`config.mk`:
```
export PLATFORM = sky130hd
export DESIGN_NAME = conv_layer_input_controller
export DESIGN_NICKNAME = d
export VERILOG_FILES = /design/src/rtl/conv_layer_pkg.sv /design/src/rtl/conv_layer_ack_watchdog.sv /design/src/rtl/conv_layer_input_controller.sv
export SDC_FILE = /design/constraint.sdc
export NUM_CORES = 1
export LEC_CHECK = 0
export ABC_AREA = 1
export CORE_MARGIN = 1.5
export CORE_UTILIZATION = 56
export CTS_CLUSTER_DIAMETER = 120
export CTS_CLUSTER_SIZE = 25
export DETAILED_ROUTE_END_ITERATION = 7
export PLACE_DENSITY = 0.77
export SYNTH_ARGS = -nofsm -noshare
export SYNTH_HDL_FRONTEND = slang
export SYNTH_SLANG_ARGS = --single-unit
```
`constraint.sdc`:
```
create_clock -name clk -period 2.1 [get_ports clk]
set_clock_uncertainty 0.15 [all_clocks]
set_input_delay 0.63 -clock clk [delete_from_list [all_inputs] [get_ports clk]]
set_output_delay 0.63 -clock clk [all_outputs]
set_load 0.01 [all_outputs]
```
`src/rtl/conv_layer_pkg.sv`:
```
// Shared command/ack codes and controller state encoding for the conv layer input path.
// The input interface imports the same codes so both ends of the handshake agree.
package conv_layer_pkg;

  localparam logic [1:0] CMD_IDLE          = 2'd0;
  localparam logic [1:0] CMD_PRELOAD_START = 2'd1;
  localparam logic [1:0] CMD_SHIFT_START   = 2'd2;
  localparam logic [1:0] CMD_LOAD_START    = 2'd3;

  localparam logic [1:0] ACK_IDLE        = 2'd0;
  localparam logic [1:0] ACK_PRELOAD_FIN = 2'd1;
  localparam logic [1:0] ACK_SHIFT_FIN   = 2'd2;
  localparam logic [1:0] ACK_LOAD_FIN    = 2'd3;

  typedef enum logic [3:0] {
    ST_IDLE,
    ST_PRE_REQ,
    ST_PRE_WAIT,
    ST_SHIFT_REQ,
    ST_SHIFT_WAIT,
    ST_LOAD_REQ,
    ST_LOAD_WAIT,
    ST_DONE,
    ST_ERROR
  } ctrl_state_e;

  // Command driven while sitting in a REQ state; CMD_IDLE everywhere else.
  function automatic logic [1:0] req_cmd(input ctrl_state_e s);
    case (s)
      ST_PRE_REQ:   return CMD_PRELOAD_START;
      ST_SHIFT_REQ: return CMD_SHIFT_START;
      ST_LOAD_REQ:  return CMD_LOAD_START;
      default:      return CMD_IDLE;
    endcase
  endfunction

  function automatic logic [1:0] expected_ack(input ctrl_state_e s);
    case (s)
      ST_PRE_WAIT:   return ACK_PRELOAD_FIN;
      ST_SHIFT_WAIT: return ACK_SHIFT_FIN;
      ST_LOAD_WAIT:  return ACK_LOAD_FIN;
      default:       return ACK_IDLE;
    endcase
  endfunction

  function automatic logic is_wait(input ctrl_state_e s);
    return (s == ST_PRE_WAIT) || (s == ST_SHIFT_WAIT) || (s == ST_LOAD_WAIT);
  endfunction

  function automatic logic is_req(input ctrl_state_e s);
    return (s == ST_PRE_REQ) || (s == ST_SHIFT_REQ) || (s == ST_LOAD_REQ);
  endfunction

endpackage

```
`src/rtl/conv_layer_ack_watchdog.sv`:
```
// Handshake watchdog: counts enabled cycles spent waiting for an ack.
// o_expired marks the enabled edge on which the count reaches TIMEOUT.
module conv_layer_ack_watchdog
  import conv_layer_pkg::*;
#(
  parameter int TIMEOUT  = 64,
  parameter int TO_WIDTH = 7
) (
  input  logic clk,
  input  logic rst_n,
  input  logic i_enable,
  input  logic i_clear,
  input  logic i_run,
  output logic o_expired
);

  logic [TO_WIDTH-1:0] r_count;
  logic [TO_WIDTH-1:0] w_count_inc;
  logic                w_at_limit;

  assign w_count_inc = r_count + 1'b1;
  assign w_at_limit  = (r_count == TO_WIDTH'(TIMEOUT));

  always_ff @(posedge clk or negedge rst_n) begin
    if (!rst_n) begin
      r_count <= '0;
    end else if (i_enable) begin
      if (i_clear) begin
        r_count <= '0;
      end else if (i_run && !w_at_limit) begin
        r_count <= w_count_inc;
      end
    end
  end

  // Looking at the incremented value lets the FSM leave WAIT on the very edge
  // the count reaches TIMEOUT, so a WAIT lasts at most TIMEOUT enabled cycles.
  assign o_expired = i_run && (w_count_inc == TO_WIDTH'(TIMEOUT));

endmodule

```
`src/rtl/conv_layer_input_controller.sv`:
```
// Sequencer for one image pass over the conv layer input interface:
// PRELOAD once, then SHIFT/LOAD alternately until every output row has been shifted.
//
// state      | meaning
// IDLE       | waiting for start
// PRE_REQ    | cmd=PRELOAD_START for one enabled cycle
// PRE_WAIT   | waiting for PRELOAD_FIN
// SHIFT_REQ  | cmd=SHIFT_START for one enabled cycle
// SHIFT_WAIT | waiting for SHIFT_FIN, counts rows
// LOAD_REQ   | cmd=LOAD_START for one enabled cycle
// LOAD_WAIT  | waiting for LOAD_FIN
// DONE       | one-cycle done pulse
// ERROR      | handshake timed out; held until start or reset
module conv_layer_input_controller
  import conv_layer_pkg::*;
#(
  parameter int IMAGE_SIZE    = 8,
  parameter int KERNEL_SIZE   = 3,
  parameter int OUT_ROWS      = IMAGE_SIZE - KERNEL_SIZE + 1,
  parameter int ROW_CNT_WIDTH = 3,
  parameter int TIMEOUT       = 64,
  parameter int TO_WIDTH      = 7
) (
  input  logic                     clk,
  input  logic                     rst_n,
  input  logic                     i_enable,
  input  logic                     i_start,
  input  logic [1:0]               i_ack,
  output logic [1:0]               o_cmd,
  output logic                     o_busy,
  output logic                     o_done,
  output logic                     o_error,
  output logic [ROW_CNT_WIDTH-1:0] o_row_count
);

  ctrl_state_e              r_state;
  ctrl_state_e              w_state_nxt;
  logic [1:0]               r_cmd;
  logic                     r_busy;
  logic                     r_done;
  logic                     r_error;
  logic [ROW_CNT_WIDTH-1:0] r_row_count;

  logic [1:0]               w_cmd_nxt;
  logic                     w_busy_nxt;
  logic                     w_done_nxt;
  logic                     w_error_nxt;
  logic [ROW_CNT_WIDTH-1:0] w_row_nxt;
  logic [ROW_CNT_WIDTH-1:0] w_row_inc;

  logic w_ack_match;
  logic w_last_row;
  logic w_start_ok;
  logic w_expired;
  logic w_watch_clear;
  logic w_watch_run;

  assign w_ack_match   = is_wait(r_state) && (i_ack == expected_ack(r_state));
  assign w_row_inc     = r_row_count + 1'b1;
  assign w_last_row    = (w_row_inc == ROW_CNT_WIDTH'(OUT_ROWS));
  assign w_start_ok    = i_start && ((r_state == ST_IDLE) || (r_state == ST_ERROR));
  // A REQ state always hands over to its WAIT state, so clearing here means
  // every WAIT starts from zero.
  assign w_watch_clear = is_req(r_state);
  assign w_watch_run   = is_wait(r_state);

  conv_layer_ack_watchdog #(
    .TIMEOUT  (TIMEOUT),
    .TO_WIDTH (TO_WIDTH)
  ) u_watchdog (
    .clk       (clk),
    .rst_n     (rst_n),
    .i_enable  (i_enable),
    .i_clear   (w_watch_clear),
    .i_run     (w_watch_run),
    .o_expired (w_expired)
  );

  always_ff @(posedge clk or negedge rst_n) begin
    if (!rst_n) begin
      r_state     <= ST_IDLE;
      r_cmd       <= CMD_IDLE;
      r_busy      <= 1'b0;
      r_done      <= 1'b0;
      r_error     <= 1'b0;
      r_row_count <= '0;
    end else if (i_enable) begin
      r_state     <= w_state_nxt;
      r_cmd       <= w_cmd_nxt;
      r_busy      <= w_busy_nxt;
      r_done      <= w_done_nxt;
      r_error     <= w_error_nxt;
      r_row_count <= w_row_nxt;
    end
  end

  always_comb begin
    w_state_nxt = r_state;
    case (r_state)
      ST_IDLE:      if (i_start) w_state_nxt = ST_PRE_REQ;
      ST_PRE_REQ:   w_state_nxt = ST_PRE_WAIT;
      ST_SHIFT_REQ: w_state_nxt = ST_SHIFT_WAIT;
      ST_LOAD_REQ:  w_state_nxt = ST_LOAD_WAIT;
      ST_PRE_WAIT, ST_LOAD_WAIT: begin
        // A matching ack beats a simultaneous timeout.
        if (w_ack_match)    w_state_nxt = ST_SHIFT_REQ;
        else if (w_expired) w_state_nxt = ST_ERROR;
      end
      ST_SHIFT_WAIT: begin
        if (w_ack_match)    w_state_nxt = w_last_row ? ST_DONE : ST_LOAD_REQ;
        else if (w_expired) w_state_nxt = ST_ERROR;
      end
      ST_DONE:      w_state_nxt = ST_IDLE;
      ST_ERROR:     if (i_start) w_state_nxt = ST_PRE_REQ;
      default:      w_state_nxt = ST_IDLE;
    endcase
  end

  always_comb begin
    w_cmd_nxt   = req_cmd(w_state_nxt);
    w_busy_nxt  = !(w_state_nxt inside {ST_IDLE, ST_DONE, ST_ERROR});
    w_done_nxt  = (w_state_nxt == ST_DONE);
    w_error_nxt = (w_state_nxt == ST_ERROR);
    w_row_nxt   = r_row_count;
    if (w_start_ok) begin
      w_row_nxt = '0;
    end else if ((r_state == ST_SHIFT_WAIT) && w_ack_match) begin
      w_row_nxt = w_row_inc;
    end
  end

  assign o_cmd       = r_cmd;
  assign o_busy      = r_busy;
  // done is suppressed while the layer is stalled; the DONE state itself is held.
  assign o_done      = r_done & i_enable;
  assign o_error     = r_error;
  assign o_row_count = r_row_count;

endmodule

```
* Yosys cells after proc, flatten, opt, wreduce, memory -nomap -nowiden *
Index checks and enable logic that the tools add are counted.

word-level totals
  bits in writable memories = 0
  bits in latches = 0
  bits of input ports = 6
  output and inout bits = 8
  register bits after elaboration = 19
  bits in read-only memories = 0
  memories = 0

cells by class
  multipliers = 0
  $add $sub $neg = 2
  reductions and logical operators = 21
  equality and inequality tests = 16
  $lt $le $gt $ge = 0
  muxes and demuxes = 12
  div/mod/pow operators = 0
  shift operators = 0
  bitwise operators = 1

operators with widths
  cell                 count
  $pmux 4 s6           1
  $eq 4x3->1 const B   5
  $mux 4               4
  $eq 7x7->1 const B   2
  $mux 7               2
  $eq 4x2->1 const B   3
  $pmux 2 s3           2
  $eq 4x1->1 const B   2
  $eq 4x4->1 const B   2
  $logic_not 4->1      2
  $add 7x1->7 const B  1
  $mux 3               2
  $logic_and 1x1->1    5
  $logic_or 1x1->1     5
  $reduce_and 2->1     2
  $reduce_bool 2->1    2
  $reduce_or 2->1      2
  $add 3x1->3 const B  1
  $eq 3x3->1 const B   1
  $reduce_bool 3->1    1
  $eq 2x2->1           1
  $logic_not 1->1      2
  $mux 2               1
  $and 1x1->1          1

* Logic depth before layout (Yosys ltp) *
Gate-level depths: netlist (run 1).

  word-level depth = 10
  mapped depth = 13

* Modules after synthesis *
From an unflattened synthesis (run 1), not the netlist that was laid out.

second synthesis, totals
  cells, all modules = 201
  area total of the unflattened synthesis = 1370.1 µm²

by module, submodules not included
  module                       instances  cells each  area an instance (µm²)
  conv_layer_input_controller  1          121         839.6
  conv_layer_ack_watchdog      1          80          530.5

* Worst setup path after synthesis (run 1) *
OpenSTA, ideal clock, no wires.

  path kind = flip-flop to flip-flop
  start = register u_watchdog.r_count[1]
  end = register r_done
  slack = 0.362 ns
  library setup time = 0.119 ns
  data required time = 1.831 ns
  cell stages (with the launch flop) = 14
  data arrival time = 1.469 ns
  period minus slack after synthesis = 1.738 ns
  path through = dfrtp_1 > ha_1 > nand3_1 > nor2_1 > nand2_1 > nand2_1 > nand2_1 > nor2_1 > nor2_1 > nand2_1 > nand2_2 > nand2_2 > nand2_2 > o21a_1

on the way
  longest elaborated chain between the ends = 7
  elaborated cells on any way between the ends = 8
  those cells by class = add/sub: 1; eq/ne: 2; mux: 4; reduce/logical: 1

RTL lines
  item                       RTL line                                                                text
  from (decl)                conv_layer_ack_watchdog.sv:17                                           logic [TO_WIDTH-1:0] r_count;
  from (signal assigned)     conv_layer_ack_watchdog.sv:31                                           r_count <= w_count_inc;
  $add 7x1->7 (*)            conv_layer_ack_watchdog.sv:21                                           assign w_count_inc = r_count + 1'b1;
  $eq 7x7->1 (*)             conv_layer_ack_watchdog.sv:38                                           assign o_expired = i_run && (w_count_inc == TO_WIDTH'(TIMEOUT));
  $logic_and 1x1->1 (*)      conv_layer_ack_watchdog.sv:38
  $mux 4 (*)                 conv_layer_input_controller.sv:107, conv_layer_input_controller.sv:111
  $mux 4 (on tied branches)  conv_layer_input_controller.sv:110, conv_layer_input_controller.sv:106
  $pmux 4 s6 (*)             conv_layer_input_controller.sv:99                                       case (r_state)
  $eq 4x3->1 (*)             conv_layer_input_controller.sv:122                                      w_done_nxt = (w_state_nxt == ST_DONE);
  to (signal assigned)       conv_layer_input_controller.sv:91                                       r_done <= w_done_nxt;
  to (decl)                  conv_layer_input_controller.sv:40                                       logic r_done;

Every way passes the cells marked *; elsewhere a longest branch is shown, timed or not.
A chain may end at the register's enable or synchronous reset.

* Worst setup path after layout (run 1) *
  start = register r_row_count[0], in the netlist o_row_count[0]
  end = output port o_row_count[0]

RTL lines
  item                    RTL line                           text
  from (decl)             conv_layer_input_controller.sv:42  logic [ROW_CNT_WIDTH-1:0] r_row_count;
  from (signal assigned)  conv_layer_input_controller.sv:93  r_row_count <= w_row_nxt;
  to (decl)               conv_layer_input_controller.sv:33  output logic [ROW_CNT_WIDTH-1:0] o_row_count

No word-level cell between the ends.

==> impl_metrics.csv, run 1 <==
group,metric,value,unit
pwr,p_leak,0.794,nW
cts,ctsRootBufferMaster,"clkbuf_4",
cts,cts_tree,"built",
yosys,ys_ff_latch,19,
die,initial_utilization,60.1,%
drt,vias,1309,
cts,clk_latency,0.31,ns
worst_setup_path,crit_type,"reg2out",
cts,ctsHoldBuffers,0,
pwr,switching_share,48.5,%
worst_setup_path,cpPeakStageDelay,0.56,ns
die,core_area,2230,µm²
cells_and_area,syn2layout_area_growth,19.1,%
yosys,synth_edf_count,0,
status,status,"completed",
timing,tightestPinTransition,0.333,ns
drt,wl,2.97,mm
pwr,ir_drop,0.887,mV
drt,via_per_inst,5.43,
die,boundaryPins,14,
pwr,comb_power_share,60.7,%
cells_and_area,final_cells,241,
cells_and_area,nets,225,
placed_design,routabilityCongestion,0.891,
worst_setup_path,slowest_stage,"clkdlybuf4s50_1",
cts,htree_levels,1,
yosys,yosys.area_share.simple,37.7,%
timing,setup_viol,0,
worst_setup_path,worstPathCellList,"clkdlybuf4s50_1",
cells_and_area,antenna_cells,0,
yosys,synth_ff_type,"dfrtp_1",
die,die_area,2700,µm²
placed_design,dp.cells,234,
timing,max_freq,483,MHz
timing,hold_viol_final,0,
yosys,syn-cell-area,1340,µm²
yosys,synth_area_leaders,"dfrtp_1, nand2_1, inv_1",
global_routing,grt_usage,24.5,%
yosys,ys_seq_area_share,35.4,%
drt,ant_nets,0,
yosys,synth_top_family_by_area,"simple AND/OR/NAND/NOR gates",
pwr,switching_power,1.06,mW
worst_setup_path,cp.buffers_inverters,1,
global_routing,grt_overflow,0,
yosys,netlist_instances,188,
yosys,ys_warn_count,0,
worst_setup_path,critPathTopFamily,"buffers and inverters",
global_routing,antenna_found_initial,0,
yosys,synthAdderAreaFrac,4.66,%
worst_setup_path,path_max_fanout,5,
yosys,synth_cell_types,28,
yosys,synth_top_area_share,35.4,%
drt,drcViolationCount,0,
timing,slew_violations,0,
cells_and_area,drive_gt1_share,20.2,%
timing,period_needed,2.07,ns
placed_design,hpwl,2.20,mm
pwr,p_clk_share,9.1,%
drt,wl_per_cell,12.3,µm
hold_path,hp-class,"reg2reg",
worst_setup_path,endpoint_kind,"output port",
global_routing,grt_pass1_vias,1238,
pwr,p_seq_share,30.2,%
timing,period_share,98.6,%
cts,cts_sinks,19,
cts,clk_pin_slew,0.12,ns
die,die_w,52.0,µm
cells_and_area,finish.instance_area,1600,µm²
worst_setup_path,critPathRequiredTime,1.32,ns
yosys,syn_area_per_cell,7.14,µm²
global_routing,grt_first_pass_wirelength,5.00,mm
yosys,synthXorXnorAreaFrac,0.652,%
yosys,muxShareOfSynthArea,0,%
placed_design,post_dp_cell_area,1540,µm²
cts,cts.path.max_buffers,2,
cells_and_area,final_core_util,71.6,%
worst_setup_path,crit_path_start_kind,"register",
die,std_cell_rows,17,
worst_setup_path,arrival,1.29,ns
timing,rsz0062_at_grt,"true",
yosys,synthArstFlopShare,100,%
timing,slew_headroom,77.8,%
pwr,p_per_area,1360,nW/µm²
yosys,synth_top_cell_by_area,"dfrtp_1",
drt,dr.pass1.iters,4,
placed_design,port_buffers,13,
global_routing,grt_max_degree,20,
yosys,synth_nets,199,
drt,drt-initial-drc-count,35,
yosys,synth_compound_area_share,11.5,%
pwr,intPower,1.12,mW
job,drv_cap,0,
die,die_h,52.0,µm
cts,cts_made_buffers,3,
-- kinds of logic after synthesis --
| group | Yosys count |
|---|---|
| simple gates | 105 |
| buf+inv | 32 |
| compound gates | 26 |
| flops | 19 |
| fa+ha+maj | 5 |
| xor+xnor | 1 |
-- repair_timing --
item                                    CTS  global route
setup buffers                             0             3
endpoints found under the setup margin    1             6
gates resized for setup                   4             4
cloned                                    0             0
-- layout make-up --
| class | count | area (µm²) |
|---|---|---|
| clock buffer | 3 | 22.5 |
| multi-input combinational | 137 | 738 |
| clock inverter | 1 | 5.00 |
| timing repair buffer | 25 | 218 |
| fill | 202 | 634 |
| sequential | 19 | 475 |
| tap | 28 | 35.0 |
| inverter | 28 | 105 |
-- metrics by stage --
stage | setup slack (ns) | power, mW | setup TNS (ns) | hold slack [ns]
finish | 0.0295 | 2.18 | 0 | 0.351
global route | -0.0665 | 2.37 | -0.149 | 0.372
CTS | 0.00865 | 2.11 | 0 | 0.353
detailed placement | -0.397 | 1.91 | -1.51 | 0.323
global placement | -0.405 | 1.87 | -1.36 | 0.315
floorplan | 0.362 | 1.56 | 0 | 0.184
-- layout by cell type, fill, tap and decap left out, drive strengths merged --
master / instances
nand3: 17
clkinv: 1
nor3: 3
buf: 13
o221ai: 1
dlymetal6s2s: 1
o21ai: 15
ha: 5
clkbuf: 3
dfrtp: 19
nand4: 6
nand2: 52
o21bai: 1
a31oi: 1
inv: 28
o22ai: 3
a21oi: 3
clkdlybuf4s50: 11
o21a: 2
nor2: 27
xor2: 1
-- registers in the layout (all words and copies together), names as in the netlist --
register / cells
o_error: 1
o_row_count: 3
r_done: 1
o_busy: 1
o_cmd: 2
u_watchdog.r_count: 7
r_state: 4
-- power by group through the flow --
stage	Combinational, mW	Clock, mW	Sequential [mW]
floorplan	0.923	0	0.642
global placement	1.21	0	0.661
detailed placement	1.25	0	0.666
CTS	1.26	0.199	0.659
global route	1.48	0.208	0.677
finish	1.32	0.198	0.658
-- final timing paths --
| kind | start | cells past startpoint | slack (ns) | endpoint |
|---|---|---|---|---|
| setup / recovery | o_row_count[0] | 1 | 0.03 | o_row_count[0] |
| hold / removal | r_done | 1 | 0.35 | r_done |
| setup reg to reg | u_watchdog.r_count[0] | 12 | 0.12 | r_done |
| hold reg to reg | r_done | 1 | 0.35 | r_done |
| max in group asynchronous | rst_n | 2 | 1.11 | u_watchdog.r_count[3] |
| min in group asynchronous | rst_n | 2 | 0.49 | o_cmd[1] |
-- Yosys cell counts (3+ instances only) --
cell,n
inv_1,24
nor2_2,4
nand2_2,7
o21ai_0,10
ha_1,5
nor2_1,20
nor2_4,3
dfrtp_1,19
o21ai_1,4
o22ai_1,3
nand4_1,6
nand2_1,45
inv_2,4
nand3_1,15
-- routing by layer --
layer	vias up	share of wire, %	global-route usage [%]
met3	4	2.1	2.59
met4	0	1.2	6.58
met1	631	44	29.3
li1	655	-	-
met2	19	52	46.0
met5	-	0	0
Note: power is estimated with default switching activity, not from simulation.
==> inputs of run 2 (changes only) <==
CORE_ASPECT_RATIO = 0.9   (was default)
CORE_MARGIN = 10   (was 1.5)
==> impl_metrics.csv, run 2 (synthesis gave the netlist of run 1 again) <==
group,metric,value,unit
global_routing,grt_first_pass_wirelength,5.86,mm
drt,drcViolationCount,0,
global_routing,grt_overflow,0,
die,die_w,71.6,µm
drt,wl,3.30,mm
timing,slew_headroom,80.0,%
status,status,"completed",
drt,ant_nets,0,
die,initial_utilization,60.4,%
cells_and_area,regMostFlops,"u_watchdog.r_count",
worst_setup_path,reg2reg_from,"r_state[0]",
die,boundaryPins,14,
worst_setup_path,arrival,1.27,ns
job,drv_cap,0,
pwr,p_seq_share,31.0,%
worst_setup_path,cp.buffers_inverters,1,
cts,cts_tree,"built",
placed_design,routabilityCongestion,0.882,
drt,via_per_inst,5.52,
cells_and_area,largest_reg_flops,7,
worst_setup_path,worstPathCellList,"clkdlybuf4s50_1",
cells_and_area,layout_commonest_cell,"nand2_1",
cells_and_area,final_cell_mix,"nand2_1, inv_1, nor2_1, dfrtp_1, nand3_1",
hold_path,min_delay_path_depth,2,
pwr,p_leak,0.781,nW
cts,cts.path.max_buffers,2,
drt,vias,1313,
global_routing,grt_usage,14.7,%
pwr,intPower,1.13,mW
cts,cts_sinks,19,
cells_and_area,final_core_util,72.2,%
worst_setup_path,endpoint_kind,"output port",
worst_setup_path,crit_type,"reg2out",
worst_setup_path,path_max_fanout,3,
timing,tightestPinTransition,0.299,ns
global_routing,antenna_found_initial,0,
cts,clk_latency,0.31,ns
worst_setup_path,cpPeakStageDelay,0.56,ns
pwr,p_clk_share,9.0,%
placed_design,dp.cells,232,
placed_design,port_buffers,13,
worst_setup_path,crit_path_start_kind,"register",
cells_and_area,antenna_cells,0,
die,die_h,66.5,µm
cells_and_area,nets,223,
timing,period_share,97.7,%
timing,hold_viol_final,0,
timing,slew_violations,0,
timing,max_freq,487,MHz
worst_setup_path,slowest_stage,"clkdlybuf4s50_1",
cells_and_area,drive_gt1_share,20.4,%
die,core_area,2220,µm²
worst_setup_path,critPathRequiredTime,1.32,ns
pwr,comb_power_share,60.0,%
worst_setup_path,worstRegToRegCells,12,
drt,drt-initial-drc-count,113,
hold_path,whs_endpoint,"o_busy",
drt,dr.pass1.iters,4,
placed_design,hpwl,2.50,mm
timing,setup_viol,0,
die,die_area,4760,µm²
cells_and_area,syn2layout_area_growth,19.6,%
cells_and_area,finish.instance_area,1610,µm²
cts,htree_levels,1,
cts,cts_made_buffers,3,
timing,period_needed,2.05,ns
worst_setup_path,r2r-end,"r_done",
pwr,p_per_area,1390,nW/µm²
hold_path,hp-class,"reg2reg",
die,std_cell_rows,16,
global_routing,grt_max_degree,20,
cts,ctsRootBufferMaster,"clkbuf_4",
worst_setup_path,ff2ff_setup_slack,0.15,ns
cts,ctsHoldBuffers,0,
cells_and_area,final_cells,238,
global_routing,grt_pass1_vias,1296,
cts,clk_pin_slew,0.12,ns
pwr,switching_share,49.3,%
pwr,switching_power,1.10,mW
pwr,ir_drop,0.815,mV
hold_path,hold_path_startpoint,"o_busy",
drt,wl_per_cell,13.9,µm
placed_design,post_dp_cell_area,1540,µm²
worst_setup_path,critPathTopFamily,"buffers and inverters",
-- run 2: final cells by class --
type | count | area (µm²)
Multi-Input combinational cell | 137 | 753
Fill cell | 193 | 617
Sequential cell | 19 | 479
Timing Repair Buffer | 23 | 201
Inverter | 28 | 108
Tap cell | 27 | 33.8
Clock buffer | 3 | 22.5
Clock inverter | 1 | 7.51
-- run 2: layer usage --
metal	GRT usage [%]	up-vias	share of wire, %	wire [µm]
li1	-	652	-	-
met1	18.7	602	45	1490
met2	23.8	55	46	1530
met3	5.04	4	8.0	265
met4	2.66	0	0.58	19
met5	0	-	0	0
-- run 2: stage by stage --
step / TNS (ns) / setup WS, ns / hold WS, ns / power (mW)
final: 0 / 0.0480 / 0.362 / 2.22
after global routing: -0.0379 / -0.0357 / 0.408 / 2.45
after CTS: 0 / 0.0421 / 0.369 / 2.16
after detailed placement: -2.19 / -0.431 / 0.341 / 1.94
after global placement: -2.01 / -0.415 / 0.315 / 1.89
after floorplan: 0 / 0.362 / 0.184 / 1.56
-- run 2: power by group through the flow --
stage,sequential (mW),combinational [mW],clock [mW]
floorplan,0.642,0.923,0
global placement,0.666,1.22,0
detailed placement,0.680,1.26,0
CTS,0.664,1.29,0.203
global route,0.708,1.52,0.215
finish,0.690,1.33,0.200
-- run 2: how the worst max path moves through the flow --
stage / start / to / slack [ns] / cells past startpoint
finish: o_row_count[1] / o_row_count[1] / 0.05 / 1
global route: u_watchdog.r_count[0] / o_cmd[1] / -0.04 / 12
CTS: o_row_count[2] / o_row_count[2] / 0.04 / 1
detailed placement: i_enable / o_done / -0.43 / 4
global placement: i_enable / o_done / -0.42 / 4
floorplan: u_watchdog.r_count[1] / r_done / 0.36 / 13
-- run 2: timing repair --
action	4_1_cts	5_1_grt
pin swaps	0	3
setup buffers	1	1
endpoints found under the setup margin	2	8
resized for setup	5	10
==> inputs of run 3 (changes only) <==
PLACE_DENSITY = 0.79   (was 0.77)
==> impl_metrics.csv, run 3 (synthesis gave the netlist of run 1 again) <==
group,metric,value,unit
worst_setup_path,cp-startpoint,"o_row_count[1]",
global_routing,antenna_found_initial,0,
die,core_area,2220,µm²
worst_setup_path,critPathTopFamily,"buffers and inverters",
worst_setup_path,arrival,1.23,ns
cts,cts_sinks,19,
die,initial_utilization,60.4,%
pwr,power,2.28,mW
global_routing,grt_first_pass_wirelength,5.60,mm
drt,vias,1317,
placed_design,dp.cells,235,
cts,htree_levels,1,
cells_and_area,final_cells,243,
worst_setup_path,reg2reg_from,"r_state[3]",
worst_setup_path,cpPeakStageDelay,0.55,ns
placed_design,hpwl,2.50,mm
die,die_w,71.6,µm
timing,setup_viol,0,
timing,hold_viol_final,0,
cts,cts.path.max_buffers,2,
die,boundaryPins,14,
cells_and_area,final_core_util,74.0,%
hold_path,min_delay_path_depth,1,
cts,cts_tree,"built",
placed_design,routabilityCongestion,0.921,
hold_path,hold_path_startpoint,"r_done",
worst_setup_path,slowest_stage,"clkdlybuf4s50_1",
cts,clk_latency,0.30,ns
drt,dr.pass1.iters,4,
drt,wl,3.48,mm
cells_and_area,antenna_cells,0,
drt,wl_per_cell,14.3,µm
hold_path,hp-class,"reg2reg",
drt,via_per_inst,5.42,
timing,final.setup.worst_slack,0.0855,ns
placed_design,dp_slack,-0.416,ns
cells_and_area,drive_gt1_share,23.1,%
global_routing,grt_usage,14.1,%
cells_and_area,syn2layout_area_growth,22.5,%
worst_setup_path,worstRegToRegCells,12,
cells_and_area,final_cell_mix,"nand2_1, inv_1, nor2_1, dfrtp_1, buf_4",
global_routing,grt_max_degree,20,
worst_setup_path,path_max_fanout,3,
worst_setup_path,cp.buffers_inverters,1,
cts,clk_pin_slew,0.10,ns
worst_setup_path,crit_type,"reg2out",
worst_setup_path,worstPathCellList,"clkdlybuf4s50_1",
cells_and_area,n_fill_cell,176,
placed_design,port_buffers,13,
timing,slew_violations,0,
timing,tightestPinTransition,0.283,ns
pwr,ir_drop,1.01,mV
worst_setup_path,critPathRequiredTime,1.32,ns
cts,ctsHoldBuffers,0,
global_routing,grt_overflow,0,
drt,ant_nets,0,
worst_setup_path,worst-path-stages,1,
cts,cts_made_buffers,3,
pwr,p_leak,0.821,nW
cells_and_area,nets,228,
timing,period_needed,2.01,ns
cts,ctsRootBufferMaster,"clkbuf_4",
timing,rsz0062_at_grt,"false",
cells_and_area,regMostFlops,"u_watchdog.r_count",
status,status,"completed",
drt,drcViolationCount,0,
die,die_area,4760,µm²
drt,drt-initial-drc-count,97,
die,die_h,66.5,µm
cells_and_area,largest_reg_flops,7,
timing,max_freq,496,MHz
worst_setup_path,endpoint_kind,"output port",
worst_setup_path,crit_path_start_kind,"register",
timing,period_share,95.9,%
cells_and_area,layout_commonest_cell,"nand2_1",
die,std_cell_rows,16,
job,drv_cap,0,
global_routing,grt_pass1_vias,1303,
timing,slew_headroom,81.1,%
pwr,p_per_area,1390,nW/µm²
[run 3: cell types whose count changed in the layout (fill, tap and decap cells not counted), sizes merged]
cell	change
buf	+5
clkdlybuf4s50	-1
clkbuf	+1
clkinvlp	-1
dlymetal6s2s	+1
[run 3: stage by stage]
step,instance area [µm²],hold slack [ns],TNS (ns)
floorplan,1340,0.184,0
global placement,1560,0.317,-1.82
detailed placement,1560,0.328,-2.41
CTS,1590,0.353,0
global route,1640,0.372,0
finish,1640,0.345,0
[run 3: cell type report]
cell class | count | area, µm² | area share, %
sequential | 19 | 478 | 29.1
inverter | 28 | 105 | 6.39
timing repair buffer | 28 | 241 | 14.7
multi-input combinational | 137 | 759 | 46.2
tap | 27 | 33.8 | 2.05
clock buffer | 4 | 26.3 | 1.60
[run 3: metal layers]
metal,vias up,share of wire (%),wire [µm],GRT usage (%)
met4,0,1.6,54,6.04
met2,44,48,1660,23.9
met1,602,45,1570,17.2
met3,7,5.8,200,2.52
met5,-,0,0,0
li1,664,-,-,-
[run 3: where the power goes]
part	total, mW	internal [mW]	leakage (nW)	switching [mW]
combinational	1.43	0.592	0.561	0.839
clock	0.185	0.0740	0.0150	0.111
sequential	0.669	0.508	0.245	0.161
total	2.28	1.17	0.821	1.11
[run 3: worst paths after layout]
| path | slack (ns) | to |
|---|---|---|
| max | 0.09 | o_row_count[1] |
| min | 0.35 | r_done |
| max reg2reg | 0.14 | r_done |
| min reg2reg | 0.35 | r_done |
| max in group asynchronous | 1.08 | r_state[3] |
| min in group asynchronous | 0.50 | u_watchdog.r_count[0] |
[run 3: timing repair]
action                     in CTS  in global routing
setup buffers                   1                  3
setup endpoints to repair       2                  9
pin swaps                       0                  4
gates resized for setup         5                 11
[run 3: worst reg2reg max path: cells and delay by family, from the launching register on]
family | cells | cell delay (ns)
AO/OA/AOI/OAI | 1 | 0.11
buffers and inverters | 2 | 0.22
flip-flops | 1 | 0.47
AND/OR/NAND/NOR | 9 | 0.95
